$ cat config.mk
export PLATFORM = sky130hd
export DESIGN_NAME = t3_2_csa_stage
export DESIGN_NICKNAME = d
export VERILOG_FILES = /design/src/rtl/t3_2_csa_stage.sv
export SDC_FILE = /design/constraint.sdc
export NUM_CORES = 1
export LEC_CHECK = 0
export ABC_AREA = 0
export CAP_MARGIN = 20
export CORE_AREA = 2 2 178 180
export CTS_BUF_LIST = sky130_fd_sc_hd__clkbuf_8
export DETAILED_ROUTE_END_ITERATION = 6
export DIE_AREA = 0 0 180 182
export DONT_BUFFER_PORTS = 1
export SETUP_SLACK_MARGIN = 0.5
export SYNTH_ARGS = -nofsm -noshare
export SYNTH_HDL_FRONTEND = slang
export SYNTH_SLANG_ARGS = --single-unit
$ cat constraint.sdc
create_clock -name clk -period 4.8 [get_ports clk]
set_clock_uncertainty 0.1 [all_clocks]
set_input_delay 0.24 -clock clk [delete_from_list [all_inputs] [get_ports clk]]
set_output_delay 0.24 -clock clk [all_outputs]
set_load 0.05 [all_outputs]
$ cat src/rtl/t3_2_csa_stage.sv
// t3_2_csa_stage: compresses the six 48-bit partial-product rows from the T3_1
// register into one sum/carry pair through three 3:2 CSA levels. The result and
// its sidebands are registered behind a valid/ready handshake.
// Optional skid register: define T3_2_SKID_EN to get two-entry storage with a
// registered in_ready. Leave it undefined for a single main register with a
// combinational in_ready.
// `PERIOD is the team register-assignment delay; it defaults to empty.

`ifndef PERIOD
`define PERIOD
`endif

module t3_2_csa_stage (
  input  logic         clk,
  input  logic         rst,
  input  logic         in_valid,
  output logic         in_ready,
  input  logic [287:0] in_level,
  input  logic [5:0]   in_sign,
  input  logic [2:0]   in_cont,
  input  logic [11:0]  in_d,
  input  logic [11:0]  in_E,
  output logic         out_valid,
  input  logic         out_ready,
  output logic [47:0]  out_sum,
  output logic [47:0]  out_carry,
  output logic [5:0]   out_sign,
  output logic [2:0]   out_cont,
  output logic [11:0]  out_d,
  output logic [11:0]  out_E
);

  localparam int W  = 48;
  localparam int N  = 6;
  localparam int LW = W * N;

  // Full-adder sum bit of each column.
  function automatic logic [W-1:0] fa_sum(input logic [W-1:0] a,
                                          input logic [W-1:0] b,
                                          input logic [W-1:0] c);
    return a ^ b ^ c;
  endfunction

  // Majority of each column, moved up one weight; the top carry falls off.
  function automatic logic [W-1:0] fa_carry(input logic [W-1:0] a,
                                            input logic [W-1:0] b,
                                            input logic [W-1:0] c);
    logic [W-1:0] maj;
    maj = (a & b) | (a & c) | (b & c);
    return {maj[W-2:0], 1'b0};
  endfunction

  logic          in_fire;
  logic          main_free;
  logic          src_valid;
  logic [LW-1:0] src_level;
  logic [5:0]    src_sign;
  logic [2:0]    src_cont;
  logic [11:0]   src_d;
  logic [11:0]   src_E;

  logic [W-1:0]  row [N];
  logic [W-1:0]  s0, c0, s1, c1, s2, c2;
  logic [W-1:0]  csa_sum, csa_carry;

  logic          out_valid_q, out_valid_d;
  logic [W-1:0]  out_sum_q, out_sum_d;
  logic [W-1:0]  out_carry_q, out_carry_d;
  logic [5:0]    out_sign_q, out_sign_d;
  logic [2:0]    out_cont_q, out_cont_d;
  logic [11:0]   out_d_q, out_d_d;
  logic [11:0]   out_E_q, out_E_d;

  assign in_fire   = in_valid && in_ready;
  assign main_free = !out_valid_q || out_ready;

`ifdef T3_2_SKID_EN
  logic          skid_valid_q, skid_valid_d;
  logic [LW-1:0] skid_level_q, skid_level_d;
  logic [5:0]    skid_sign_q, skid_sign_d;
  logic [2:0]    skid_cont_q, skid_cont_d;
  logic [11:0]   skid_d_q, skid_d_d;
  logic [11:0]   skid_E_q, skid_E_d;
  logic          in_ready_q, in_ready_d;

  assign in_ready = in_ready_q;

  // A parked beat is older than anything at the input, so it loads main first.
  always_comb begin
    src_valid = skid_valid_q || in_fire;
    if (skid_valid_q) begin
      src_level = skid_level_q;
      src_sign  = skid_sign_q;
      src_cont  = skid_cont_q;
      src_d     = skid_d_q;
      src_E     = skid_E_q;
    end else begin
      src_level = in_level;
      src_sign  = in_sign;
      src_cont  = in_cont;
      src_d     = in_d;
      src_E     = in_E;
    end
  end

  // Skid empties when main can take it; fills when a beat arrives behind a stalled main.
  always_comb begin
    skid_valid_d = skid_valid_q;
    skid_level_d = skid_level_q;
    skid_sign_d  = skid_sign_q;
    skid_cont_d  = skid_cont_q;
    skid_d_d     = skid_d_q;
    skid_E_d     = skid_E_q;
    if (main_free) begin
      if (skid_valid_q) begin
        skid_valid_d = 1'b0;
      end
    end else if (in_fire) begin
      skid_valid_d = 1'b1;
      skid_level_d = in_level;
      skid_sign_d  = in_sign;
      skid_cont_d  = in_cont;
      skid_d_d     = in_d;
      skid_E_d     = in_E;
    end
    in_ready_d = !skid_valid_d;
  end

  // Skid storage and the registered ready that mirrors its emptiness.
  always_ff @(posedge clk or posedge rst) begin
    if (rst) begin
      skid_valid_q <= `PERIOD 1'b0;
      skid_level_q <= `PERIOD '0;
      skid_sign_q  <= `PERIOD '0;
      skid_cont_q  <= `PERIOD '0;
      skid_d_q     <= `PERIOD '0;
      skid_E_q     <= `PERIOD '0;
      in_ready_q   <= `PERIOD 1'b1;
    end else begin
      skid_valid_q <= `PERIOD skid_valid_d;
      skid_level_q <= `PERIOD skid_level_d;
      skid_sign_q  <= `PERIOD skid_sign_d;
      skid_cont_q  <= `PERIOD skid_cont_d;
      skid_d_q     <= `PERIOD skid_d_d;
      skid_E_q     <= `PERIOD skid_E_d;
      in_ready_q   <= `PERIOD in_ready_d;
    end
  end
`else
  assign in_ready = main_free;

  // Without skid the input is the only source for main.
  always_comb begin
    src_valid = in_fire;
    src_level = in_level;
    src_sign  = in_sign;
    src_cont  = in_cont;
    src_d     = in_d;
    src_E     = in_E;
  end
`endif

  // Split the flattened level into its six rows.
  always_comb begin
    for (int k = 0; k < N; k++) begin
      row[k] = src_level[k*W +: W];
    end
  end

  // Three CSA levels: 6 rows -> 4 -> 3 -> sum/carry pair.
  always_comb begin
    s0        = fa_sum  (row[0], row[1], row[2]);
    c0        = fa_carry(row[0], row[1], row[2]);
    s1        = fa_sum  (row[3], row[4], row[5]);
    c1        = fa_carry(row[3], row[4], row[5]);
    s2        = fa_sum  (s0, c0, s1);
    c2        = fa_carry(s0, c0, s1);
    csa_sum   = fa_sum  (s2, c2, c1);
    csa_carry = fa_carry(s2, c2, c1);
  end

  // Main loads when empty or draining; otherwise it holds its beat steady.
  always_comb begin
    out_valid_d = out_valid_q;
    out_sum_d   = out_sum_q;
    out_carry_d = out_carry_q;
    out_sign_d  = out_sign_q;
    out_cont_d  = out_cont_q;
    out_d_d     = out_d_q;
    out_E_d     = out_E_q;
    if (main_free) begin
      out_valid_d = src_valid;
      if (src_valid) begin
        out_sum_d   = csa_sum;
        out_carry_d = csa_carry;
        out_sign_d  = src_sign;
        out_cont_d  = src_cont;
        out_d_d     = src_d;
        out_E_d     = src_E;
      end
    end
  end

  // Main register, which drives the outputs directly.
  always_ff @(posedge clk or posedge rst) begin
    if (rst) begin
      out_valid_q <= `PERIOD 1'b0;
      out_sum_q   <= `PERIOD '0;
      out_carry_q <= `PERIOD '0;
      out_sign_q  <= `PERIOD '0;
      out_cont_q  <= `PERIOD '0;
      out_d_q     <= `PERIOD '0;
      out_E_q     <= `PERIOD '0;
    end else begin
      out_valid_q <= `PERIOD out_valid_d;
      out_sum_q   <= `PERIOD out_sum_d;
      out_carry_q <= `PERIOD out_carry_d;
      out_sign_q  <= `PERIOD out_sign_d;
      out_cont_q  <= `PERIOD out_cont_d;
      out_d_q     <= `PERIOD out_d_d;
      out_E_q     <= `PERIOD out_E_d;
    end
  end

  assign out_valid = out_valid_q;
  assign out_sum   = out_sum_q;
  assign out_carry = out_carry_q;
  assign out_sign  = out_sign_q;
  assign out_cont  = out_cont_q;
  assign out_d     = out_d_q;
  assign out_E     = out_E_q;

endmodule

Word level (Yosys, flattened, before mapping) --
Cells that the tools add are included.
Operators by class: bitwise operators 28, reductions and logical operators 4
Operators by type and width (number):
- AND 47 bit | 12
- bitwise XOR 48 bit | 8
- bitwise OR 47 bit | 8
- AND reduction 2 bit | 1
- logical AND 1 bit | 1
- logical NOT 1 bit | 1
- logical OR 1 bit | 1
Word-level totals: bits of input ports 325, register bits after elaboration 129, word-level logic and storage cells 39

Depth between registers and ports, before layout --
depth after elaboration 9, gate-level depth with buffers 8, mapped depth without buffers 8

Worst setup path after synthesis --
OpenSTA, ideal clock, no wires.
kind input to register, from input port in_level[46], to register out_sum_q[46] (netlist: out_sum[46]), cell stages on the path 6, setup slack 2.591 ns, data arrival time 1.984 ns, path buffers 0, cell sequence inv_1 fa_1 inv_1 fa_1 fa_1 mux2_4
Between the ends: longest elaborated chain between the ends 6
RTL lines:
- from (decl) | line 18 | input logic [287:0] in_level,
- bitwise XOR 48 bit (6 in a row) | line 41 | return a ^ b ^ c;
- via csa_sum[46] | line 64 | logic [W-1:0] csa_sum, csa_carry;
- to (signal assigned) | line 208 | out_sum_q <= `PERIOD '0;
- to (signal assigned) | line 216 | out_sum_q <= `PERIOD out_sum_d;
- to (decl) | line 67 | logic [W-1:0] out_sum_q, out_sum_d;
The timed path passes the listed nets, and every way through them passes these cells. A chain may end at the register's enable or synchronous reset.

Worst setup path after layout --
from register out_valid_q (netlist: out_valid), to register out_carry_q[16] (netlist: out_carry[16])
Between the ends: longest elaborated chain between the ends 4
RTL lines:
- from (decl) | line 66 | logic out_valid_q, out_valid_d;
- from (signal assigned) | line 207 | out_valid_q <= `PERIOD 1'b0;
- from (signal assigned) | line 215 | out_valid_q <= `PERIOD out_valid_d;
- logical NOT 1 bit (*) | line 75 | assign main_free = !out_valid_q || out_ready;
- logical OR 1 bit (*) | line 75
- via in_ready | line 17 | output logic in_ready,
- logical AND 1 bit | line 74 | assign in_fire = in_valid && in_ready;
- AND reduction 2 bit (no line) (*)
- to (signal assigned) | line 209 | out_carry_q <= `PERIOD '0;
- to (signal assigned) | line 217 | out_carry_q <= `PERIOD out_carry_d;
- to (decl) | line 68 | logic [W-1:0] out_carry_q, out_carry_d;
Mark *: on every way through the listed nets, which the timed path passes. The rest lies on a longest branch.

==> results.md <==
Synthesis:
- In this run, synthesis produced a sequential element count of 128.
- The synthesized instance count is 480.
- Dividing the synthesized area by the synthesized cell count gives 19.11 µm².
- The synthesized netlist contains 19 unique library cells.
- The portion of the post-synthesis area used by sequential elements is 34.92%.
- Yosys printed 0 warnings.
- The combined area of all synthesized cells is 0.009174 mm².

Routing:
- The number of antenna-violating nets in the routed design is 0.
- Summed over all layers, the routed wires come to 21470 µm.
- The count of vias placed by the detailed router is 4186.
- The first detailed-routing pass ran for 4 iterations.
- Dividing the detail-routed wire length by the instance count gives around 23 µm.
- The starting DRC count in detailed routing is 94.
- The post-detailed-route via-to-cell ratio is 4.467.
- For this run, design rule violations remaining after detail routing come to 0.

Global routing:
- Global routing consumed, over all layers together, a little over an eighth of the routing resources.
- The global route total overflow is 0.
- The initial antenna violation count is 0.
- The first global-routing pass estimated approximately 33000 µm of wire.
- The via count of the first global-routing pass came to 5299.
- Entering global routing, the biggest net connects 87 pins.

Job:
- The number of max-cap violations is 0.

Layout:
- For this run, the post-layout net count is 1035.
- The area overhead of the layout relative to synthesis is 12.17%.
- The combined flip-flop and latch cell area is 0.003203 mm².
- Fill cells in the final layout number 2939.
- After routing the design area is 0.01029 mm².
- The share of post-route cells with drive strength above 1 is 30.65%.
- The antenna diode instance count is 0.
- Summing all multi-input logic gate instances after layout gives 0.005677 mm².

Power:
- VDD sags by at most 0.3323 mV.
- The leakage dissipation is 4.358 nW.
- In this run the power density over the cells is 577.6 mW/mm².

Clock network:
- In this run the clock root is driven by a clkbuf_8.
- The total clock buffers created by CTS is 17.
- At the later pin of the worst-skew pair, clock insertion delay measures ~460 ps.
- After clock tree synthesis, the clock-pin slew on the worst setup and hold paths is roughly 80 ps.
- No sink is reached through more buffers than the 2 on the longest clock path.
- The level count of the clock H-tree is 4.
- TritonCTS built the clock tree.
- The number of buffers added to fix hold violations after cts is 36.
- The TritonCTS sink count is approximately 130.
- The total of cells resized after clock tree synthesis is 0.
- The number of buffers inserted by post-CTS setup repair is 0.

Critical path:
- Grouping stages by cell kind, the critical path spends the most delay in simple AND/OR/NAND/NOR gates.
- The worst setup path is launched from a flip-flop.
- Along the worst path, the maximum fanout reaches 86.
- STA classifies the critical path endpoint as a flip-flop.
- At the worst endpoint, the arrival time is 3000 ps.
- The sum of buffers and inverters on the critical path is 1.
- The master of the slowest instance on the critical path is dfrtp_1.
- The startpoint identified for the worst register-to-register timing path is out_valid.
- The critical path startpoint is out_valid.
- In this design, the stage delay of the slowest critical-path cell is a little under 700 ps.
- The path type of the worst setup path is reg2reg.
- The required arrival time at the worst endpoint is 5040 ps.
- The critical path goes through nand2b_4 -> nand2_8 -> buf_12 -> mux2_4.

Die:
- The core region area is approximately 0.031 mm².
- Measured along the y axis, the die boundary spans 182 µm.
- The I/O pin count is approximately 460.
- In this run the core area contains 65 standard-cell rows.
- Once the floorplan was initialized, standard cells occupied 29.61% of the core.
- The floorplan step set the die width to 180 µm.
- The die covers 0.03276 mm².

Timing:
- Setup repair after global routing left no endpoint under its margin.
- The shortest clock period the worst path allows after layout is 2755 ps.
- The setup-violating endpoint count in the final report is 0.
- The count of final max-slew check failures is 0.
- At the pin with the least slew margin, the transition time is 935.8 ps.
- The total count of hold-check failures in the final report is 0.
- The setup TNS is 0 ps.
- Based on the critical path, the design can be clocked at up to between 0.3 and 0.4 GHz.
- In the finished design, the share of the clock period the worst path needs comes to 57.40%.
- The worst pin sits at a relative slew slack of approximately 38%.

Hold path:
- The start point of the worst min-delay path is in_level[240].
- The path class of the tightest hold or removal check is in2reg.

Placement:
- Once placement finished, the instance area stood at between 0.009 and 0.01 mm².
- The weighted congestion reported at the end of routability-driven placement is about 0.9.
- The detailed placer's ending HPWL is approximately 18000 µm.
- The count of buffers from port buffering is 0.

Status:
- The run finished with clean final reports.
[Yosys cell counts]
cell | instances | share of area, %
buf_12 | 11 | 2.4
buf_4 | 2 | 0.16
buf_6 | 3 | 0.37
conb_1 | 1 | 0.041
dfrtp_1 | 128 | 35
fa_1 | 186 | 41
ha_1 | 1 | 0.14
inv_1 | 10 | 0.41
mux2_2 | 24 | 2.9
mux2_4 | 102 | 17
nand2_1 | 1 | 0.041
nand2_4 | 1 | 0.12
nand2b_1 | 1 | 0.068
nand2b_4 | 1 | 0.15
o21ai_1 | 1 | 0.055
xnor2_1 | 4 | 0.38
xnor2_2 | 1 | 0.18
xnor3_1 | 1 | 0.25
xor2_1 | 1 | 0.095
[state kept, by name (all words and copies together) (netlist names)]
| signal | flops |
|---|---|
| out_E | 12 |
| out_sign | 6 |
| out_cont | 3 |
| out_d | 12 |
| out_valid | 1 |
| out_sum | 48 |
| out_carry | 46 |
[report_power, final]
| group | switching (W) | internal [W] |
|---|---|---|
| sequential | 0.00186 | 0.00146 |
| combinational | 0.000563 | 0.000941 |
| clock | 0.000477 | 0.000647 |
| total | 0.00290 | 0.00305 |
[routing by layer]
metal  track usage [%]  routed length [µm]
met4             6.894                 776
met2             23.05               11340
met5                 0                   0
met1             14.44                7329
met3             5.776                2023
[placed cells by master (no fill, tap or decap)]
cell type / n
dfrtp_1: 128
clkbuf_8: 19
inv_6: 2
xnor2_1: 4
mux2_4: 102
xnor3_1: 1
conb_1: 2
nand2b_1: 1
nand2_1: 1
xnor2_2: 1
nand2_8: 1
buf_12: 1
buf_4: 2
clkinv_4: 3
nand2b_4: 1
o21ai_1: 1
mux2_2: 24
bufinv_16: 5
dlygate4sd3_1: 36
clkinvlp_4: 3
xor2_1: 1
ha_1: 1
fa_1: 186
inv_1: 9
[worst register-to-register path: cells and delay by family (launching register included)]
| kind | cells | cell delay, ps |
|---|---|---|
| and+or+nand+nor | 2 | 890 |
| DFF | 1 | 690 |
| muxes | 1 | 380 |
| buffers and inverters | 1 | 580 |
[per-stage QoR]
stage                     hold WS [ps]  total power, W  util (%)  setup slack [ps]  std cells
after CTS                        59.35        0.006065     33.21              2087        937
final                            126.8        0.005943     33.21              2045        937
after global routing             116.1        0.006275     33.21              1976        937
after global placement           71.04        0.004795     30.53              2149        870
after detailed placement         80.11        0.004871     30.53              2096        870
after floorplan                  248.4        0.004396         -              1047        481
[area by class of cell]
cell class	instances	area share (%)
clock buffers	19	2.541
multi-input cells	327	55.17
repair buffers	39	3.842
clock inverters	12	2.018
inverters	10	0.4134
well taps	402	4.888
flip-flops and latches	128	31.13
[cell families (layout without fill, tap and decap cells)]
kind of cell,Yosys count,after routing,synth area share (%)
multiplexers,126,126,19.64
buffers and inverters,26,80,3.341
other,1,2,0.04088
adder cells (fa/ha/maj),187,187,40.73
AO/OA/AOI/OAI,1,1,0.05450
flip-flops,128,128,34.92
AND/OR/NAND/NOR,4,4,0.3818
XOR/XNOR,7,7,0.9002
[final timing paths]
kind / endpoint / slack, ps / cells after the start
worst max register to register: out_carry[16] / 2040 / 4
worst min-delay path: out_sum[0] / 130 / 3
worst max-delay path: out_carry[16] / 2040 / 4
min in group asynchronous: out_sum[14] / 210 / 2
worst min register to register: out_sum[47] / 700 / 2
max in group asynchronous: out_carry[17] / 3200 / 3
(Power assumes the default switching activity.)
